### config.mk
export PLATFORM = sky130hd
export DESIGN_NAME = kernel_job_agent
export DESIGN_NICKNAME = d
export VERILOG_FILES = /design/src/rtl/kernel_job_agent.sv
export SDC_FILE = /design/constraint.sdc
export NUM_CORES = 1
export LEC_CHECK = 0
export ABC_AREA = 1
export CAP_MARGIN = 10
export CORE_AREA = 2 2 525 527
export DETAILED_ROUTE_END_ITERATION = 16
export DIE_AREA = 0 0 527 529
export PLACE_DENSITY = 0.3
export SKIP_CTS_REPAIR_TIMING = 1
export SLEW_MARGIN = 20
export SYNTH_ARGS = -nofsm -noshare
export SYNTH_HDL_FRONTEND = slang
export SYNTH_SLANG_ARGS = --single-unit
### constraint.sdc
create_clock -name clk -period 2.16 [get_ports clk]
set_input_delay 0.216 -clock clk [delete_from_list [all_inputs] [get_ports clk]]
set_output_delay 0.216 -clock clk [all_outputs]
set_load 0.02 [all_outputs]
### src/rtl/kernel_job_agent.sv
// rtl/kernel_job_agent.sv - kernel-slot responder for scheduler dispatch/completion handshake
//
// Accepts one job descriptor while idle, launches the kernel, waits for its
// finish pulse, then holds a {pasid, status} completion word until the
// scheduler takes it. Tracks completed jobs and the RUN duration of the last job.
//
// Optional feature macro: KERNEL_TIMEOUT_EN (RUN watchdog with kernel_abort).
//
// Ports:
//   clk, rst_n                      clock, asynchronous active-low reset
//   engine_start/engine_data        dispatch strobe and descriptor
//   engine_ready                    agent idle, can take a job
//   complete_ready/complete_accept  completion handshake
//   complete_data                   {pasid, return_code}
//   kernel_start/src/dst/len        kernel launch pulse and command fields
//   kernel_done/kernel_status       kernel finish pulse and return code
//   kernel_abort                    watchdog abort pulse (0 without the macro)
//   jobs_done, last_cycles          completed-job count, last job RUN cycles
module kernel_job_agent #(
    parameter int          HOST_DWIDTH    = 1024,
    parameter int          HOST_AWIDTH    = 64,
    parameter int          PASID_WIDTH    = 9,
    parameter int          RETURN_WIDTH   = 41,
    parameter int unsigned TIMEOUT_CYCLES = 1048576
) (
    input  logic                    clk,
    input  logic                    rst_n,
    input  logic                    engine_start,
    input  logic [HOST_DWIDTH-1:0]  engine_data,
    output logic                    engine_ready,
    output logic                    complete_ready,
    input  logic                    complete_accept,
    output logic [RETURN_WIDTH-1:0] complete_data,
    output logic                    kernel_start,
    output logic [HOST_AWIDTH-1:0]  kernel_src,
    output logic [HOST_AWIDTH-1:0]  kernel_dst,
    output logic [31:0]             kernel_len,
    input  logic                    kernel_done,
    input  logic [31:0]             kernel_status,
    output logic                    kernel_abort,
    output logic [31:0]             jobs_done,
    output logic [31:0]             last_cycles
);

    typedef enum logic [1:0] {
        S_IDLE,
        S_START,
        S_RUN,
        S_CMPL
    } state_t;

    state_t                 state;
    state_t                 state_next;
    logic [PASID_WIDTH-1:0] pasid_q;
    logic [31:0]            status_q;
    logic [31:0]            cycle_cnt;
    logic [31:0]            cnt_inc;
    logic                   timeout_hit;
    logic                   unused_bits;

    // cnt_inc counts the current RUN cycle itself, so a done pulse N cycles
    // after kernel_start reports last_cycles = N.
    assign cnt_inc = (cycle_cnt == 32'hFFFF_FFFF) ? cycle_cnt : cycle_cnt + 32'd1;

`ifdef KERNEL_TIMEOUT_EN
    // A done pulse in the timeout cycle takes priority over the watchdog.
    assign timeout_hit = (state == S_RUN) && !kernel_done && (cnt_inc == TIMEOUT_CYCLES);

    always_ff @(posedge clk or negedge rst_n) begin
        if (!rst_n) begin
            kernel_abort <= 1'b0;
        end else begin
            kernel_abort <= timeout_hit;
        end
    end

    assign unused_bits = ^{engine_data[HOST_DWIDTH-1:224], engine_data[63:PASID_WIDTH]};
`else
    assign timeout_hit  = 1'b0;
    assign kernel_abort = 1'b0;
    assign unused_bits  = ^{engine_data[HOST_DWIDTH-1:224], engine_data[63:PASID_WIDTH],
                            (TIMEOUT_CYCLES == 32'd0)};
`endif

    always_ff @(posedge clk or negedge rst_n) begin
        if (!rst_n) begin
            state <= S_IDLE;
        end else begin
            state <= state_next;
        end
    end

    always_comb begin
        state_next = state;
        case (state)
            S_IDLE:  if (engine_start) state_next = S_START;
            S_START: state_next = S_RUN;
            S_RUN:   if (kernel_done || timeout_hit) state_next = S_CMPL;
            S_CMPL:  if (complete_accept) state_next = S_IDLE;
            default: state_next = S_IDLE;
        endcase
    end

    always_ff @(posedge clk or negedge rst_n) begin
        if (!rst_n) begin
            pasid_q     <= '0;
            status_q    <= '0;
            cycle_cnt   <= '0;
            last_cycles <= '0;
            jobs_done   <= '0;
            kernel_src  <= '0;
            kernel_dst  <= '0;
            kernel_len  <= '0;
        end else begin
            case (state)
                S_IDLE: begin
                    if (engine_start) begin
                        pasid_q    <= engine_data[PASID_WIDTH-1:0];
                        kernel_src <= engine_data[64 +: HOST_AWIDTH];
                        kernel_dst <= engine_data[128 +: HOST_AWIDTH];
                        kernel_len <= engine_data[223:192];
                    end
                end
                S_RUN: begin
                    cycle_cnt <= cnt_inc;
                    if (kernel_done) begin
                        status_q    <= kernel_status;
                        last_cycles <= cnt_inc;
                    end else if (timeout_hit) begin
                        status_q    <= 32'hDEAD_0001;
                        last_cycles <= TIMEOUT_CYCLES;
                    end
                end
                S_CMPL: begin
                    if (complete_accept) begin
                        jobs_done <= jobs_done + 32'd1;
                        cycle_cnt <= '0;
                    end
                end
                default: ;
            endcase
        end
    end

    assign engine_ready   = (state == S_IDLE);
    assign kernel_start   = (state == S_START);
    assign complete_ready = (state == S_CMPL);
    assign complete_data  = {pasid_q, status_q};

endmodule
* After elaboration in Yosys (flattened, before gate mapping)
Cells that the tools add are included.
** Word-level totals
- Word-level logic and storage cells :: 32
- Output and inout bits :: 269
- Register bits after elaboration :: 299
- Input bits :: 1061
** Cells by class
- Reduce and logical (&&, ||, !) cells :: 7
- Equal/unequal tests :: 7
- $add $sub $neg :: 2
- Multiplexer cells :: 7
** Operator list (number)
- $add 32x1->32 const B :: 2
- $mux 32 :: 2
- $pmux 32 s2 :: 1
- $eq 32x32->1 const B :: 1
- $pmux 2 s4 :: 1
- $reduce_and 2->1 :: 4
- $mux 2 :: 3
- $eq 2x2->1 const B :: 2
- $ne 2x2->1 const B :: 2
- $reduce_and 3->1 :: 1
- $eq 2x1->1 const B :: 1
- $logic_not 2->1 :: 1
- $ne 2x1->1 const B :: 1
- $reduce_bool 2->1 :: 1

* Logic depth before layout (Yosys ltp)
Gate-level depths: netlist of run 1.
- Depth in word-level cells :: 3
- Depth in mapped cells :: 11
- Depth with buffers taken out :: 10

* Worst setup path before layout of run 1
Ideal clock, no wire load.
- Path kind :: reg-to-reg
- Start point :: register state[0]
- End point :: register kernel_dst[0]
- Required time :: 2.035 ns
- Arrival :: 1.705 ns
- Cell stages (with the launch flop) :: 7
- Setup time :: 0.125 ns
- Setup slack :: 0.330 ns
- Buffers on the path :: 2
- Clock period less this slack :: 1.830 ns
- Cells stage by stage :: dfrtp_1 > inv_1 > ha_1 > nand2_1 > clkbuf_1 > buf_2 > mux2_2
** Between the ends
- Word-level cells in the longest chain between the ends :: 2
** RTL lines
- start, declared :: line 52 : state_t state;
- start signal, assigned :: line 89 : state <= state_next;
- $logic_not 2->1
- net engine_ready :: line 30 : output logic engine_ready,
- $reduce_and 2->1 (no source line)
- end signal, assigned :: line 120 : kernel_dst <= engine_data[128 +: HOST_AWIDTH];
- end, declared :: line 36 : output logic [HOST_AWIDTH-1:0] kernel_dst,
The timed path passes the listed nets, and every way through them passes these cells.
A chain may end at the register's enable or synchronous reset.

* Worst setup path after layout of run 1
- Start point :: register kernel_dst[6]
- End point :: output kernel_dst[6]
No word-level cell between the ends.

==> flow_metrics.tcl, run 1 <==
set metrics [dict create \
    status "complete, no violations" \
    clk_latency_ns 0.68 \
    portBuffers 473 \
    p_per_area_nw_per_um2 1396 \
    peakVddDrop_uv 817.3 \
    worstSetupPathType "reg -> out" \
    grtUsageTotal 0.06510 \
    worst_pin_slew_ns 0.6619 \
    leakage_nw 9.469 \
    grt_pass1_vias 11850 \
    gp_congestion 0.7306 \
    cp-start-kind "flop" \
    cts_buffer_depth 3 \
    area_growth_pct 86.00 \
    ys_ff_latch 299 \
    synth_cell_types 36 \
    period_minus_slack_ns 2.117 \
    drt-pass1-iter-count 4 \
    die_x_um 527 \
    maxCapViolCount 0 \
    required_ns 1.94 \
    slew_headroom 0.5574 \
    cts.clk_slew.worst_paths_ns 0.06 \
    grt_max_degree 66 \
    slew_viol_final 0 \
    routed_wirelength_um 93150 \
    crit_path_max_incr_delay_ns 0.92 \
    synth.yosys.seq_area_share 0.5740 \
    htree_levels 2 \
    synth.avg_cell_area_um2 10.17 \
    clock_sinks 299 \
    synth_top_area_cell "dfrtp_1" \
    overflow 0 \
    viasPerCell 2.066 \
    core_area_um2 272900 \
    die_h_um 529 \
    wl_per_cell_um 17.10 \
    syn_nets 2350 \
    seqCellArea_um2 7482 \
    cpMaxStageDelayCell "clkdlybuf4s50_1" \
    io_pins 1330 \
    skew_ns 0.09146 \
    critPathMaxFanout 2 \
    num_rows 192 \
    holdWs_ns 0.04527 \
    final.period_utilization 0.9803 \
    worstPathArrival_ns 1.90 \
    nets 2884 \
    start_util 0.04776 \
    hold_path_class "in -> async" \
    setup_viol 0 \
    cts_tree "built" \
    finalHoldViolCount 0 \
    netlist_instances 1282 \
    die_area_um2 278800 \
    synth.cell_area_um2 13040 \
    rsz0062_at_grt "no" \
    num_vias 11250 \
    worst_setup_path_end_kind "output pin" \
    root_buffer "clkbuf_16" \
    max_freq_ghz 0.4723 \
    crit_chain "clkdlybuf4s50_1" \
    cp_num_buf_inv 1 \
    yosysWarnings 0 \
    antenna_found_initial 57 \
    drt_iter0_drc 446 \
    numCtsBuffers 46 \
    critPathTopFamily "buffers and inverters" \
    synth.top_cells.by_area "dfrtp_1 (57%), mux2_2 (15%), nand2_1 (14%)" \
    fillers 31660 \
    drive_gt1_frac 0.2052 \
    drc 0 \
    tns_ns 0 \
    multi_input_area_um2 5166 \
    detail-route-antenna-nets 0 \
    grt_pass1_wl_um 119800 \
    dp_hpwl_um 78620 \
    synth_top_area_share 0.5740 \
]
[cell usage after synthesis (all sizes together)]
| cell | number |
|---|---|
| xor2 | 13 |
| mux2 | 169 |
| ha | 7 |
| nor3 | 4 |
| inv | 55 |
| a31oi | 1 |
| o21ai | 21 |
| nand4 | 3 |
| nor2 | 103 |
| conb | 1 |
| dfrtp | 299 |
| nand3 | 64 |
| nor4 | 1 |
| clkbuf | 12 |
| a21oi | 1 |
| or2 | 7 |
| nor3b | 2 |
| o22ai | 1 |
| buf | 29 |
| xnor2 | 8 |
| nand3b | 4 |
| nand2 | 477 |
[cell type report]
class | instances | share of cell area
clock inverter | 17 | 0.01037
clock buffer | 67 | 0.05362
tap | 3589 | 0.1852
antenna | 6 | 0.0006193
inverter | 55 | 0.008618
sequential | 299 | 0.3086
timing repair buffer | 527 | 0.2198
multi-input combinational | 887 | 0.2131
[report_power, final]
part | switching, mW | total, mW | internal [mW]
Clock | 3.37 | 7.94 | 4.58
Combinational | 9.59 | 16.2 | 6.56
Sequential | 1.63 | 9.76 | 8.12
[per-layer routing]
layer  wire length [µm]  vias up  part of all wire  track usage
met1              35770     5436              0.38      0.07154
li1                   -     5188                 -            -
met4               2380       28             0.026      0.01792
met3              15120      144              0.16      0.05002
met5                188        -            0.0020            0
met2              39700      458              0.43      0.09661
[final timing paths]
check	from	to	slack [ns]	cells past startpoint
worst min register to register	status_q[1]$_DFFE_PN0P_	status_q[1]$_DFFE_PN0P_	0.48	2
worst max-delay path	kernel_dst[6]$_DFFE_PN0P_	kernel_dst[6]	0.04	1
worst min-delay path	rst_n	kernel_len[12]$_DFFE_PN0P_	0.05	2
worst max register to register	state[1]$_DFFE_PN0P_	jobs_done[22]$_DFFE_PN0P_	0.18	10
min in group clk	kernel_status[30]	status_q[30]$_DFFE_PN0P_	0.06	3
max in group asynchronous	rst_n	kernel_dst[29]$_DFFE_PN0P_	1.32	3
[cells in the final DEF (no fill, tap or decap), types with 4 or more instances in the layout]
cell type | synthesis | final
nand2_1 | 470 | 468
clkdlybuf4s50_1 | 0 | 412
dfrtp_1 | 299 | 299
mux2_2 | 169 | 169
nor2_1 | 94 | 92
buf_4 | 1 | 69
inv_1 | 53 | 52
clkbuf_16 | 0 | 46
nand3_1 | 42 | 41
dlymetal6s2s_1 | 0 | 29
nand3_2 | 22 | 23
o21ai_0 | 20 | 20
buf_12 | 0 | 15
clkbuf_1 | 12 | 14
xor2_1 | 13 | 13
xnor2_1 | 8 | 8
nor2_2 | 5 | 7
ha_1 | 7 | 7
clkbuf_8 | 0 | 7
diode_2 | 0 | 6
nand2_2 | 5 | 6
or2_2 | 6 | 6
clkinv_2 | 0 | 6
nand3b_1 | 4 | 4
[cell families (layout without fill, tap and decap cells)]
family / after synthesis / in the layout / share of synthesized area
adder cells (fa/ha/maj): 7 / 7 / 0.006719
flip-flops: 299 / 299 / 0.5740
multiplexers: 169 / 169 / 0.1460
buffers and inverters: 96 / 666 / 0.03120
AND/OR/NAND/NOR: 665 / 665 / 0.2180
other: 1 / 7 / 0.0002877
AO/OA/AOI/OAI: 24 / 24 / 0.009695
XOR/XNOR: 21 / 21 / 0.01411
[sequential cells by signal (all words and copies together) (netlist names)]
signal,count
kernel_dst,64
kernel_src,64
cycle_cnt,32
jobs_done,32
kernel_len,32
last_cycles,32
status_q,32
pasid_q,9
state,2
[through the flow]
step | cell area, µm² | utilization | cells | total power [mW] | setup slack (ns)
after detailed placement | 22590 | 0.08277 | 5356 | 26.64 | 0.1260
after CTS | 24140 | 0.08845 | 5440 | 35.12 | -0.09957
after global routing | 24240 | 0.08882 | 5445 | 36.32 | 0.0001561
after global placement | 22590 | 0.08277 | 5356 | 26.67 | 0.1415
after floorplan | 13040 | - | 1282 | 16.23 | 0.3300
final | 24240 | 0.08884 | 5447 | 33.85 | 0.04262
No activity file was read; power rests on OpenSTA's default activity.
==> run 2, diff against run 1 <==
--- a/config.mk
+++ b/config.mk
@@ -11,6 +11,7 @@
 export DETAILED_ROUTE_END_ITERATION = 16
 export DIE_AREA = 0 0 527 529
 export PLACE_DENSITY = 0.3
+export SETUP_SLACK_MARGIN = 0.5
 export SKIP_CTS_REPAIR_TIMING = 1
 export SLEW_MARGIN = 20
 export SYNTH_ARGS = -nofsm -noshare
==> run 2 against run 1 <==
Design area up 3.9%. Worst setup slack better by 0.29 ns. Critical path type unchanged. Hold slack better by 0.023 ns.
==> flow_metrics.tcl, run 2 (synthesized netlist as in run 1, its figures left out) <==
set metrics [dict create \
    nets 2917 \
    p_per_area_nw_per_um2 1323 \
    intPower_mw 19.44 \
    critPathMaxFanout 4 \
    grt_pass1_vias 11570 \
    overflow 0 \
    hold_path_class "in -> async" \
    slew_headroom 0.6595 \
    cpMaxStageDelayCell "dfrtp_2" \
    root_buffer "clkbuf_16" \
    wl_per_cell_um 15.16 \
    final_common_cell "nand2_1" \
    final.setup.worst_slack_ns 0.3332 \
    post-route-util 0.09228 \
    core_area_um2 272900 \
    io_pins 1330 \
    antenna_found_initial 45 \
    final.period_utilization 0.8457 \
    stdcell_area_um2 25180 \
    pwr-share-comb 0.476 \
    critPathTopFamily "flip-flops" \
    switching_power_mw 13.87 \
    num_vias 11280 \
    cp_num_buf_inv 2 \
    peakVddDrop_uv 617.6 \
    tns_ns 0 \
    finalHoldViolCount 0 \
    grtUsageTotal 0.05582 \
    layout_common_cells "nand2_1 (455), dfrtp_1 (277), clkdlybuf4s50_1 (237), mux2_2 (169), dlymetal6s2s_1 (153)" \
    leakage_nw 11.36 \
    worstPathArrival_ns 1.61 \
    grt_max_degree 66 \
    max_freq_ghz 0.5474 \
    largestRegisters "kernel_dst: 64 flops, kernel_src: 64 flops" \
    dp.cells 5340 \
    num_rows 192 \
    portBuffers 473 \
    worstSetupPathType "reg -> out" \
    detail-route-antenna-nets 0 \
    die_area_um2 278800 \
    seq_power_share 0.292 \
    maxCapViolCount 0 \
    routed_wirelength_um 83010 \
    drive_gt1_frac 0.2897 \
    required_ns 1.94 \
    die_x_um 527 \
    viasPerCell 2.061 \
    layout.cells.non_filler 5474 \
    setup_viol 0 \
    crit_chain "inv_4, ha_4, clkbuf_2" \
    clock_sinks 299 \
    place_area_um2 22430 \
    drt_iter0_drc 381 \
    dp_hpwl_um 65300 \
    start_util 0.04776 \
    crit_path_max_incr_delay_ns 0.45 \
    slew_viol_final 0 \
    worst_pin_slew_ns 0.5108 \
    cts_buffer_depth 3 \
    cts.clk_slew.worst_paths_ns 0.06 \
    htree_levels 2 \
    skew_ns 0.06565 \
    numCtsBuffers 44 \
    cts_tree "built" \
    area_growth_pct 93.19 \
    clk_latency_ns 0.65 \
    p_clk_frac 0.232 \
    cp-start-kind "flop" \
    rsz0062_at_grt "yes" \
    period_minus_slack_ns 1.827 \
    worst_setup_path_end_kind "output pin" \
    status "complete, no violations" \
    switching_share 0.4164 \
    die_h_um 529 \
    grt_pass1_wl_um 105900 \
    gp_congestion 0.7185 \
    drc 0 \
    dpl_worst_slack_ns 0.1375 \
    drt-pass1-iter-count 4 \
]
run 2: cell types whose count changed in the layout (fill, tap and decap cells not counted), sizes merged, moves of 2 or more:
cell / previous run / this run
buf: 85 / 109
clkbuf: 67 / 119
clkinvlp: 2 / 4
clkdlybuf4s50: 412 / 237
dlymetal6s2s: 29 / 153
diode: 6 / 4
run 2: final cells by class:
| type | count | area, µm² |
|---|---|---|
| Clock inverter | 20 | 270.3 |
| Fill cell | 31590 | 247700 |
| Multi-Input combinational cell | 888 | 5517 |
| Clock buffer | 58 | 1234 |
| Antenna cell | 4 | 10.01 |
| Inverter | 55 | 222.7 |
| Timing Repair Buffer | 561 | 5929 |
| Tap cell | 3589 | 4491 |
| Sequential cell | 299 | 7510 |
run 2: through the flow:
step / hold slack (ns) / total power, mW
floorplan: -0.07959 / 16.29
global placement: 0.1836 / 25.49
detailed placement: 0.1810 / 25.41
CTS: -0.5601 / 33.63
global route: 0.04358 / 35.67
finish: 0.06816 / 33.31
run 2: worst paths after layout:
kind / end / depth (start not counted) / slack (ns) / startpoint
setup / recovery: kernel_start / 3 / 0.33 / state[1]$_DFFE_PN0P_
hold / removal: kernel_src[44]$_DFFE_PN0P_ / 2 / 0.07 / rst_n
setup reg to reg: kernel_dst[40]$_DFFE_PN0P_ / 6 / 0.38 / state[0]$_DFFE_PN0P_
hold reg to reg: status_q[15]$_DFFE_PN0P_ / 2 / 0.48 / status_q[15]$_DFFE_PN0P_
max in group asynchronous: kernel_dst[52]$_DFFE_PN0P_ / 3 / 1.23 / rst_n
min in group clk: status_q[12]$_DFFE_PN0P_ / 3 / 0.08 / kernel_status[12]
run 2: layer usage:
layer  GRT usage  up-vias  routed length (µm)
li1            -     5274                   -
met1     0.06831     5414               35640
met2     0.08611      436               36540
met3     0.02708      144                8351
met4     0.01549       12                2401
met5           0        -                  73
run 2: worst register-to-register path: stages (launching register included):
cell and delay, ns:
dfrtp_2 0.44, inv_4 0.07, ha_4 0.20, buf_4 0.16, nand2_4 0.12, clkbuf_16 0.26, mux2_2 0.36
run 2: power by group through the flow:
stage                     Clock [mW]  Sequential (mW)  Combinational [mW]
final                           7.72             9.74                15.9
after global placement             0             9.78                15.7
after CTS                       8.15             9.80                15.7
after global routing            8.35             10.1                17.2
after detailed placement           0             9.82                15.6
after floorplan                    0             12.3                3.97
